`src/rtl/uart_tx_arbiter.sv`:
```
// uart_tx_arbiter
// Shares the single backplane UART transmitter between two word sources:
// req0 carries ISA decode results, req1 carries host/PXIE messages.
// Grants alternate round-robin under contention. Only one word is in flight at a time.
// After each word, a minimum idle gap is enforced. An ACK timeout frees the
// channel if the transmitter never drops its ready level.
//
// Ports:
//   I_clk, I_Rst                 transmit-domain clock, asynchronous active-high reset
//   I_req0_data/vld, O_req0_rdy  requester 0 handshake (transfer on vld & rdy)
//   I_req1_data/vld, O_req1_rdy  requester 1 handshake
//   O_tx_data, O_tx_en           registered word and one-cycle start pulse to the transmitter
//   I_tx_ready                   transmitter idle level, low while shifting
//   O_grant                      one-hot owner of the word in flight, 00 when idle
//   O_busy                       not IDLE, or inter-word gap still counting
//   O_timeout_cnt                saturating count of words dropped for lack of an ACK
//
// state     | meaning
// IDLE      | waiting for an eligible requester; gap counter drains here
// ISSUE     | O_tx_en high for this cycle, word presented to the transmitter
// WAIT_ACK  | waiting for I_tx_ready to fall, bounded by ACK_TIMEOUT
// WAIT_DONE | transmitter shifting; waiting for I_tx_ready to return high

module uart_tx_arbiter #(
  parameter int DATA_W      = 64,
  parameter int MIN_GAP     = 2,
  parameter int ACK_TIMEOUT = 255
) (
  input  logic              I_clk,
  input  logic              I_Rst,
  input  logic [DATA_W-1:0] I_req0_data,
  input  logic              I_req0_vld,
  output logic              O_req0_rdy,
  input  logic [DATA_W-1:0] I_req1_data,
  input  logic              I_req1_vld,
  output logic              O_req1_rdy,
  output logic [DATA_W-1:0] O_tx_data,
  output logic              O_tx_en,
  input  logic              I_tx_ready,
  output logic [1:0]        O_grant,
  output logic              O_busy,
  output logic [7:0]        O_timeout_cnt
);

  localparam int GAP_W = (MIN_GAP > 0) ? $clog2(MIN_GAP + 1) : 1;
  localparam logic [GAP_W-1:0] GAP_LOAD = GAP_W'(MIN_GAP);
  localparam logic [15:0] ACK_LAST = 16'(ACK_TIMEOUT - 1);

  typedef enum logic [1:0] {
    IDLE      = 2'd0,
    ISSUE     = 2'd1,
    WAIT_ACK  = 2'd2,
    WAIT_DONE = 2'd3
  } state_t;

  state_t           state;
  logic [GAP_W-1:0] gap_cnt;
  logic [15:0]      ack_cnt;
  logic             ptr;       // 0: req0 wins a tie, 1: req1 wins a tie
  logic             eligible;
  logic             sel1;
  logic             take;

  // Ready is combinational so a requester is accepted in the same cycle it is
  // selected. A glitch low on I_tx_ready in IDLE only blocks eligibility.
  // Gating with I_Rst keeps both rdy outputs low while reset is held.
  always_comb begin
    eligible   = !I_Rst && (state == IDLE) && I_tx_ready && (gap_cnt == '0);
    sel1       = I_req1_vld && (!I_req0_vld || ptr);
    take       = eligible && (I_req0_vld || I_req1_vld);
    O_req0_rdy = take && !sel1;
    O_req1_rdy = take && sel1;
  end

  assign O_busy = (state != IDLE) || (gap_cnt != '0);

  always_ff @(posedge I_clk or posedge I_Rst) begin
    if (I_Rst) begin
      state         <= IDLE;
      gap_cnt       <= '0;
      ack_cnt       <= '0;
      ptr           <= 1'b0;
      O_tx_data     <= '0;
      O_tx_en       <= 1'b0;
      O_grant       <= 2'b00;
      O_timeout_cnt <= 8'd0;
    end else begin
      O_tx_en <= 1'b0;
      case (state)
        IDLE: begin
          if (gap_cnt != '0) begin
            gap_cnt <= gap_cnt - GAP_W'(1);
          end else if (take) begin
            O_tx_data <= sel1 ? I_req1_data : I_req0_data;
            O_grant   <= sel1 ? 2'b10 : 2'b01;
            ptr       <= !sel1;  // next tie goes to the requester not just served
            O_tx_en   <= 1'b1;   // registered so the pulse lines up with ISSUE
            state     <= ISSUE;
          end
        end
        ISSUE: begin
          ack_cnt <= '0;
          state   <= WAIT_ACK;
        end
        WAIT_ACK: begin
          if (!I_tx_ready) begin
            state <= WAIT_DONE;
          end else if (ack_cnt == ACK_LAST) begin
            // Transmitter never took the word: drop it and free the channel.
            if (O_timeout_cnt != 8'hFF) begin
              O_timeout_cnt <= O_timeout_cnt + 8'd1;
            end
            O_grant <= 2'b00;
            gap_cnt <= GAP_LOAD;
            state   <= IDLE;
          end else begin
            ack_cnt <= ack_cnt + 16'd1;
          end
        end
        WAIT_DONE: begin
          if (I_tx_ready) begin
            O_grant <= 2'b00;
            gap_cnt <= GAP_LOAD;
            state   <= IDLE;
          end
        end
        default: state <= IDLE;
      endcase
    end
  end

endmodule

```
`config.mk`:
```
export PLATFORM = sky130hd
export DESIGN_NAME = uart_tx_arbiter
export DESIGN_NICKNAME = d
export VERILOG_FILES = /design/src/rtl/uart_tx_arbiter.sv
export SDC_FILE = /design/constraint.sdc
export NUM_CORES = 1
export LEC_CHECK = 0
export CAP_MARGIN = 20
export CORE_MARGIN = 5
export CORE_UTILIZATION = 35
export CTS_CLUSTER_SIZE = 28
export DETAILED_ROUTE_END_ITERATION = 7
export GPL_TIMING_DRIVEN = 0
export PLACE_DENSITY = 0.75
export SLEW_MARGIN = 20
export SYNTH_ARGS = -nofsm -noshare
export SYNTH_HDL_FRONTEND = slang
export SYNTH_SLANG_ARGS = --single-unit
```
`constraint.sdc`:
```
create_clock -name I_clk -period 5.7 [get_ports I_clk]
set_clock_uncertainty 0.1 [all_clocks]
set_input_delay 1.14 -clock I_clk [delete_from_list [all_inputs] [get_ports I_clk]]
set_output_delay 1.14 -clock I_clk [all_outputs]
set_load 0.01 [all_outputs]
```
* After elaboration in Yosys (flattened, before gate mapping)
Cells that the tools add are included.
** Word-level totals
- Output and inout bits :: 78
- Input port bits :: 133
- Bits in registers :: 96
** Operators by class
- Bitwise operators :: 1
- Reductions and logical operators :: 25
- Mux-type cells :: 23
- Add/sub/neg operators :: 3
- Eq/ne operators :: 13
** Operators with widths (count)
- $mux 64 :: 1
- $mux 16 :: 2
- $pmux 16 s2 :: 1
- $mux 2 :: 13
- $add 16x1->16 const B :: 1
- $eq 16x8->1 const B :: 1
- $ne 2x2->1 const B :: 6
- $pmux 2 s3 :: 2
- $add 8x1->8 const B :: 1
- $ne 8x8->1 const B :: 1
- $pmux 2 s4 :: 1
- $reduce_and 4->1 :: 2
- $logic_and 1x1->1 :: 7
- $reduce_and 3->1 :: 2
- $reduce_and 6->1 :: 1
- $reduce_bool 2->1 :: 3
- $reduce_and 5->1 :: 1
- $eq 2x2->1 const B :: 2
- $logic_not 2->1 :: 2
- $logic_not 1->1 :: 3
- $logic_or 1x1->1 :: 3
- $mux 1 :: 3
- $ne 3x3->1 const B :: 1
- $reduce_bool 3->1 :: 1
- 4 further kinds :: 4

* Logic depth before layout (Yosys ltp)
- Depth in word-level cells :: 8
- Depth in mapped cells :: 9

* Worst setup path before layout
Ideal clock, no wire load.
- Path kind :: input to output
- From :: in I_tx_ready
- To :: out O_req1_rdy
- Cell stages on the path :: 5
- Slack :: 2.397 ns
- Required time :: 4.460 ns
- Arrival time :: 2.063 ns
- Cells stage by stage :: nor2b_1 -> or3b_1 -> buf_6 -> buf_8 -> nor2_1
** On the way
- Word-level cells in the longest chain between the ends :: 4
** RTL lines
- start, declared :: line 39 : input logic I_tx_ready,
- $logic_and 1x1->1 (2 in a row) :: line 68 : eligible = !I_Rst && (state == IDLE) && I_tx_ready && (gap_cnt == '0);
- $logic_and 1x1->1 :: line 70 : take = eligible && (I_req0_vld || I_req1_vld);
- $logic_and 1x1->1 :: line 72 : O_req1_rdy = take && sel1;
- end, declared :: line 36 : output logic O_req1_rdy,
Every way passes these cells.

* Final worst setup path
- From :: in I_req0_vld
- To :: out O_req1_rdy
** On the way
- Word-level cells in the longest chain between the ends :: 4
- Elaborated cells on any way between the ends :: 6
** RTL lines
- start, declared :: line 32 : input logic I_req0_vld,
- $logic_not 1->1 :: line 69 : sel1 = I_req1_vld && (!I_req0_vld || ptr);
- $logic_or 1x1->1 :: line 69
- $logic_and 1x1->1 :: line 69
- $logic_and 1x1->1 (*) :: line 72
Every way passes the cells marked *; elsewhere a longest branch is shown, timed or not.

==> flow_summary.yaml <==
finish:
  multi_input_area_sq_um: 2019
  nFillCells: 1156
  diodes: 0
  syn_to_final_growth_pct: 56.48
  fin_nets: 808
  fin_util_pct: 55.39
  drive_gt1_share_pct: 5.201
  regArea_sq_um: 2402
setup_path:
  path_buf_inv: 5
  path_delay_family: "buffers and inverters"
  r2r_start: "ptr"
  crit_type: "in -> out"
  path_common_cell: "clkdlybuf4s50_1"
  path_cells: "clkdlybuf4s50_1 -> inv_1 -> o21ai_1 -> buf_4 -> buf_2 -> nor2_1 -> clkdlybuf4s50_1"
  cp_data_arrival_time_ps: 3280
  cpPeakStageDelay_ps: 530
  cp_slowest_cell: "clkdlybuf4s50_1"
  end_kind: "output port"
  cp.required_ps: 4460
  ff2ff_path_depth: 5
  r2r_end: "O_tx_data[16]"
  cp_max_fo: 10
  start_kind: "primary input"
  ff2ff_setup_slack_ps: 3480
sta:
  maxSlewHeadroom_pct: 52.02
  period_share_pct: 79.37
  period_minus_slack_ps: 4524
  fin_ws_ps: 1176
  worst_pin_slew_ps: 719.7
  drv_slew: 0
  setup_viol: 0
  hold_viol: 0
  setup_tns_ps: 0
  fmax_mhz: 221.0
  rsz0062_at_grt: "false"
yosys:
  synth_top_cell_by_area: "dfrtp_1"
  synth_commonest_cells: "96 x dfrtp_1, 86 x nand2_1, 75 x mux2i_1, 57 x o21ai_1, 11 x clkbuf_1"
  yosysMostFrequentCell: "dfrtp_1"
  avgSynthCellArea_sq_um: 10.32
  synth_top_area_share_pct: 51.86
  yosysUniqueCellTypes: 42
  syn-num-nets: 586
  yosys_warnings: 0
  synth-edff-count: 0
  synthCells: 449
  synth.cell_area_sq_um: 4632
  synth_area_leaders: "dfrtp_1 52%, mux2i_1 16%, nand2_1 7.0%"
  synth-seq-area-share_pct: 51.86
  postSynthRegisterBits: 96
  ys_dominant_reg_cell: "dfrtp_1"
  ys_async_sr_fraction_pct: 100.0
die:
  start_util_pct: 35.40
  io_pins: 211
  die-area_sq_um: 15640
  core_sq_um: 13090
  die_height_microns: 125.0
  num_rows: 42
  die_w_microns: 125.0
route:
  via_per_inst: 4.927
  drt-total-wl_microns: 13800
  wl_per_cell_microns: 16.25
  first_pass_iters: 7
  drt-initial-drc-count: 149
  drc: 0
  dr_total_vias: 4183
  ant_nets: 0
cts:
  cts_sinks: 96
  numCtsBuffers: 9
  post_cts_buffers: 0
  cts_buffer_depth: 2
  ctsResizeCount: 0
  clk_pin_slew_ps: 60
  root_buffer: "clkbuf_16"
  worstSkewPairLatency_ps: 340
  hold_buffers: 0
  h-tree-depth: 3
  cts_tree: "done"
worst_hold_path:
  worstHoldPathCells: 2
  min_to: "O_tx_data[8]"
  hold_class: "reg -> reg"
  hp-start: "O_tx_data[8]"
global_routing:
  grt.busiest_layer: "met2"
  grt_overflow_total: 0
  met1_usage_pct: 20.01
  met2_usage_pct: 30.50
  antenna_found_initial: 0
  grt_pass1_vias: 4375
  track_usage_pct: 17.71
  grt_max_degree: 70
  use_met3_pct: 5.970
  grt_pass1_wl_microns: 22210
power:
  power_per_cell_area_nw_per_um2: 375.0
  max-vdd-ir-drop_uv: 186.7
  leakage_nw: 3.375
place:
  gp_congestion: 0.8776
  hpwlAfterDp_microns: 10930
  port-buffer-count: 210
  pre_cts_ws_ps: 1082
run:
  drv_cap: 0
status:
  status: "complete, no violations"
## flip-flops by register name, indices dropped and copies added (netlist names)
signal / count
O_tx_en: 1
ptr: 1
gap_cnt: 2
O_timeout_cnt: 8
ack_cnt: 16
O_grant: 2
state: 2
O_tx_data: 64
## cells by family (layout without fill, tap and decap cells)
kind of cell / Yosys count / after routing / synth area share (%)
compound gates: 83 / 83 / 9.887
xor+xnor: 7 / 7 / 1.324
fa+ha+maj: 4 / 4 / 1.081
buf+inv: 36 / 260 / 4.538
flops: 96 / 96 / 51.86
mux: 76 / 76 / 16.45
simple gates: 147 / 147 / 14.86
## layout make-up
cell class              instances  area share (%)
flip-flops and latches         96           33.14
clock inverters                 1         0.06905
repair buffers                211           29.38
inverters                      10          0.5869
plain buffers                  26           2.382
multi-input cells             317           27.86
clock buffers                  12           3.539
well taps                     176           3.038
## per-stage QoR
stage	hold WS, ps	area [sq um]	cells	power, W
final	378.9	7248	849	0.002718
after global routing	408.4	7248	849	0.002901
after CTS	386.6	7248	849	0.002753
after detailed placement	369.9	6987	836	0.002195
after global placement	363.7	6954	835	0.002156
after floorplan	358.8	4632	449	0.001527
## worst min-delay path: stages, from the launching register on
cell and delay, ps:
dfrtp_1 340, nand2_1 40, o21ai_0 60
## worst max-delay path by stage
| stage | startpoint | to | slack (ps) | cells past startpoint |
|---|---|---|---|---|
| after floorplan | I_Rst | O_grant[0] | 1950 | 1 |
| after global placement | I_Rst | O_tx_data[39] | 470 | 2 |
| after detailed placement | I_req0_vld | O_req1_rdy | 1080 | 7 |
| after CTS | I_req0_vld | O_req1_rdy | 1070 | 7 |
| after global routing | I_req0_vld | O_req1_rdy | 970 | 7 |
| final | I_req0_vld | O_req1_rdy | 1180 | 7 |
## layout by cell type (no fill, tap or decap), types with 3 or more instances in the layout
cell type        count
ha_1                 4
o31ai_1              3
nor2_1              10
o21ai_1             57
a21oi_1              6
clkbuf_1            12
mux2i_1             75
nand3_1             10
nand2b_1             3
o21ai_0              8
buf_6                7
or3_1                3
clkdlybuf4s50_1    210
xor2_1               7
dfrtp_1             96
clkbuf_16            9
nor3_1               5
and3_1               4
or4_1                3
nand2_1             86
o21ai_2              4
inv_1                9
nand4_1              8
## report_power, final
part	internal (W)	leakage, nW	switching (W)	total [W]
Combinational	0.000619	1.98	0.000486	0.00110
Sequential	0.000920	1.27	0.000145	0.00107
Clock	0.000312	0.130	0.000237	0.000549
## layer usage
metal / part of all wire, % / routed length [microns] / up-vias
li1: - / - / 2010
met2: 52 / 7132 / 166
met4: 2.9 / 399 / 0
met3: 8.4 / 1161 / 22
met5: 0 / 0 / -
met1: 37 / 5103 / 1985
Power figures use the tool's default switching activity.
==> patch, RTL diff (same settings) <==
Change the parameter `MIN_GAP` from 2 to 4.
--- a/src/rtl/uart_tx_arbiter.sv
+++ b/src/rtl/uart_tx_arbiter.sv
@@ -24,5 +24,5 @@
 module uart_tx_arbiter #(
   parameter int DATA_W      = 64,
-  parameter int MIN_GAP     = 2,
+  parameter int MIN_GAP     = 4,
   parameter int ACK_TIMEOUT = 255
 ) (
Behaviour: not the same (a bounded check fails within 10 cycles, from zero or initial values and one cycle with I_Rst high).
==> patch against the original RTL <==
Area after synthesis grew 1.4%; global-route usage grew 0.13 points; routed wire length grew 3.5%; synthesized cell count grew 0.89%; critical path depth is the same; sequential cell count grew 1; setup slack lost 0.70 ns; final area grew 1.7%; count of clock-buffer cells in the layout shrank 1; total power grew 5.2%; die area grew 1.3%; worst hold slack gained 0.0031 ns; largest cell class unchanged.
==> patch: results (changes against the original RTL) <==
[status]
status = completed

[grt]
pin_count_of_the_biggest_net_entering_global_routing = 50  ; -29%
number_of_global_route_vias_before_repair = 4591  ; +4.9%
globalRouteTotalUtil = 0.178  ; +0.00128

[critical_path]
rr_endpoint = O_tx_data[4]
crit_path_top_delay_cell = buf_1
worst-endpoint-arrival_ns = 3.99  ; +0.71 ns
setup.reg_to_reg.worst_slack_ns = 2.90  ; -0.58 ns

[placed_design]
detailedPlace.worstSlack_ns = 0.433  ; -0.649 ns
numPlacedInstances = 840  ; +0.48%
gpl.final_weighted_congestion = 0.835  ; -4.9%
detailed_place.area_mm2 = 0.00705  ; +0.91%

[detailed_routing]
drt-initial-drc-count = 274  ; +84%
met3WireLength_um = 1160  ; -0.26%
detail_route.wirelength.met1_um = 5610  ; +9.9%
drt_pass_1_iters = 6  ; -1
met2_length_um = 7200  ; +0.91%

[final_layout]
multi_input_comb_area_mm2 = 0.00204  ; +0.99%
final_layout_size_suffix_gt1_frac = 0.0515  ; -0.000460
filler_cell_count = 1161  ; +0.43%

[logic_synthesis]
yosys-top-cells-area = dfrtp_1 (52%), mux2i_1 (15%), o21ai_1 (6.6%), nand2_1 (6.5%), buf_6 (2.4%)
synth.net_count = 591  ; +0.85%
syn_avg_cell_area_um2 = 10.4  ; +0.48%
ys_seq_area_frac = 0.517  ; -0.00172

[timing]
timing.slew.headroom = 0.301  ; -0.219
timing.hold.ws_ns = 0.382  ; +0.00310 ns

[power]
worst_ir_drop_vdd_uv = 183  ; -1.9%

patch: cell count changes after synthesis, moves of 3 or more:
cell,change
clkbuf_1,+7
nand2_1,-5
o41ai_1,+4
mux2i_1,-6
buf_6,+3
nor3_1,+3
o311ai_0,+4
o21ai_1,+5
patch: power by group:
| group | switching, mW | total [mW] | internal [mW] | leakage, nW |
|---|---|---|---|---|
| logic | 0.503 | 1.13 | 0.626 | 1.90 |
| registers | 0.148 | 1.08 | 0.932 | 1.29 |
| clock network | 0.254 | 0.650 | 0.396 | 0.152 |
| total | 0.906 | 2.86 | 1.95 | 3.34 |
patch: cell type report:
type                            instances  share of cell area
Sequential cell                        97               0.329
Timing Repair Buffer                  211               0.289
Multi-Input combinational cell        315               0.277
Clock buffer                           11              0.0329
Tap cell                              176              0.0299
Buffer                                 30              0.0255
Clock inverter                          4              0.0104
Inverter                               11             0.00628
patch: how the worst max path moves through the flow:
stage	to	slack (ns)	depth (start not counted)
global route	O_req1_rdy	0.32	7
CTS	O_req1_rdy	0.44	7
detailed placement	O_req1_rdy	0.43	7
floorplan	O_grant[0]	1.93	1
global placement	O_req1_rdy	0.42	7
finish	O_req1_rdy	0.47	7
patch: worst max-delay path, delay by kind of cell:
family / cells / cell delay (ns)
compound gates: 1 / 0.26
buf+inv: 5 / 2.48
simple gates: 1 / 0.10
patch: cell families after synthesis:
group / synth area share
AND/OR/NAND/NOR: 0.136
AO/OA/AOI/OAI: 0.122
flip-flops: 0.517
multiplexers: 0.149
buffers and inverters: 0.0488
XOR/XNOR: 0.0131
adder cells (fa/ha/maj): 0.0133
patch: metal layers:
metal  GRT usage  vias up
met2       0.309      159
met1       0.207     2029
met4      0.0637        0
met5           0        -
met3      0.0593       25
li1            -     2036
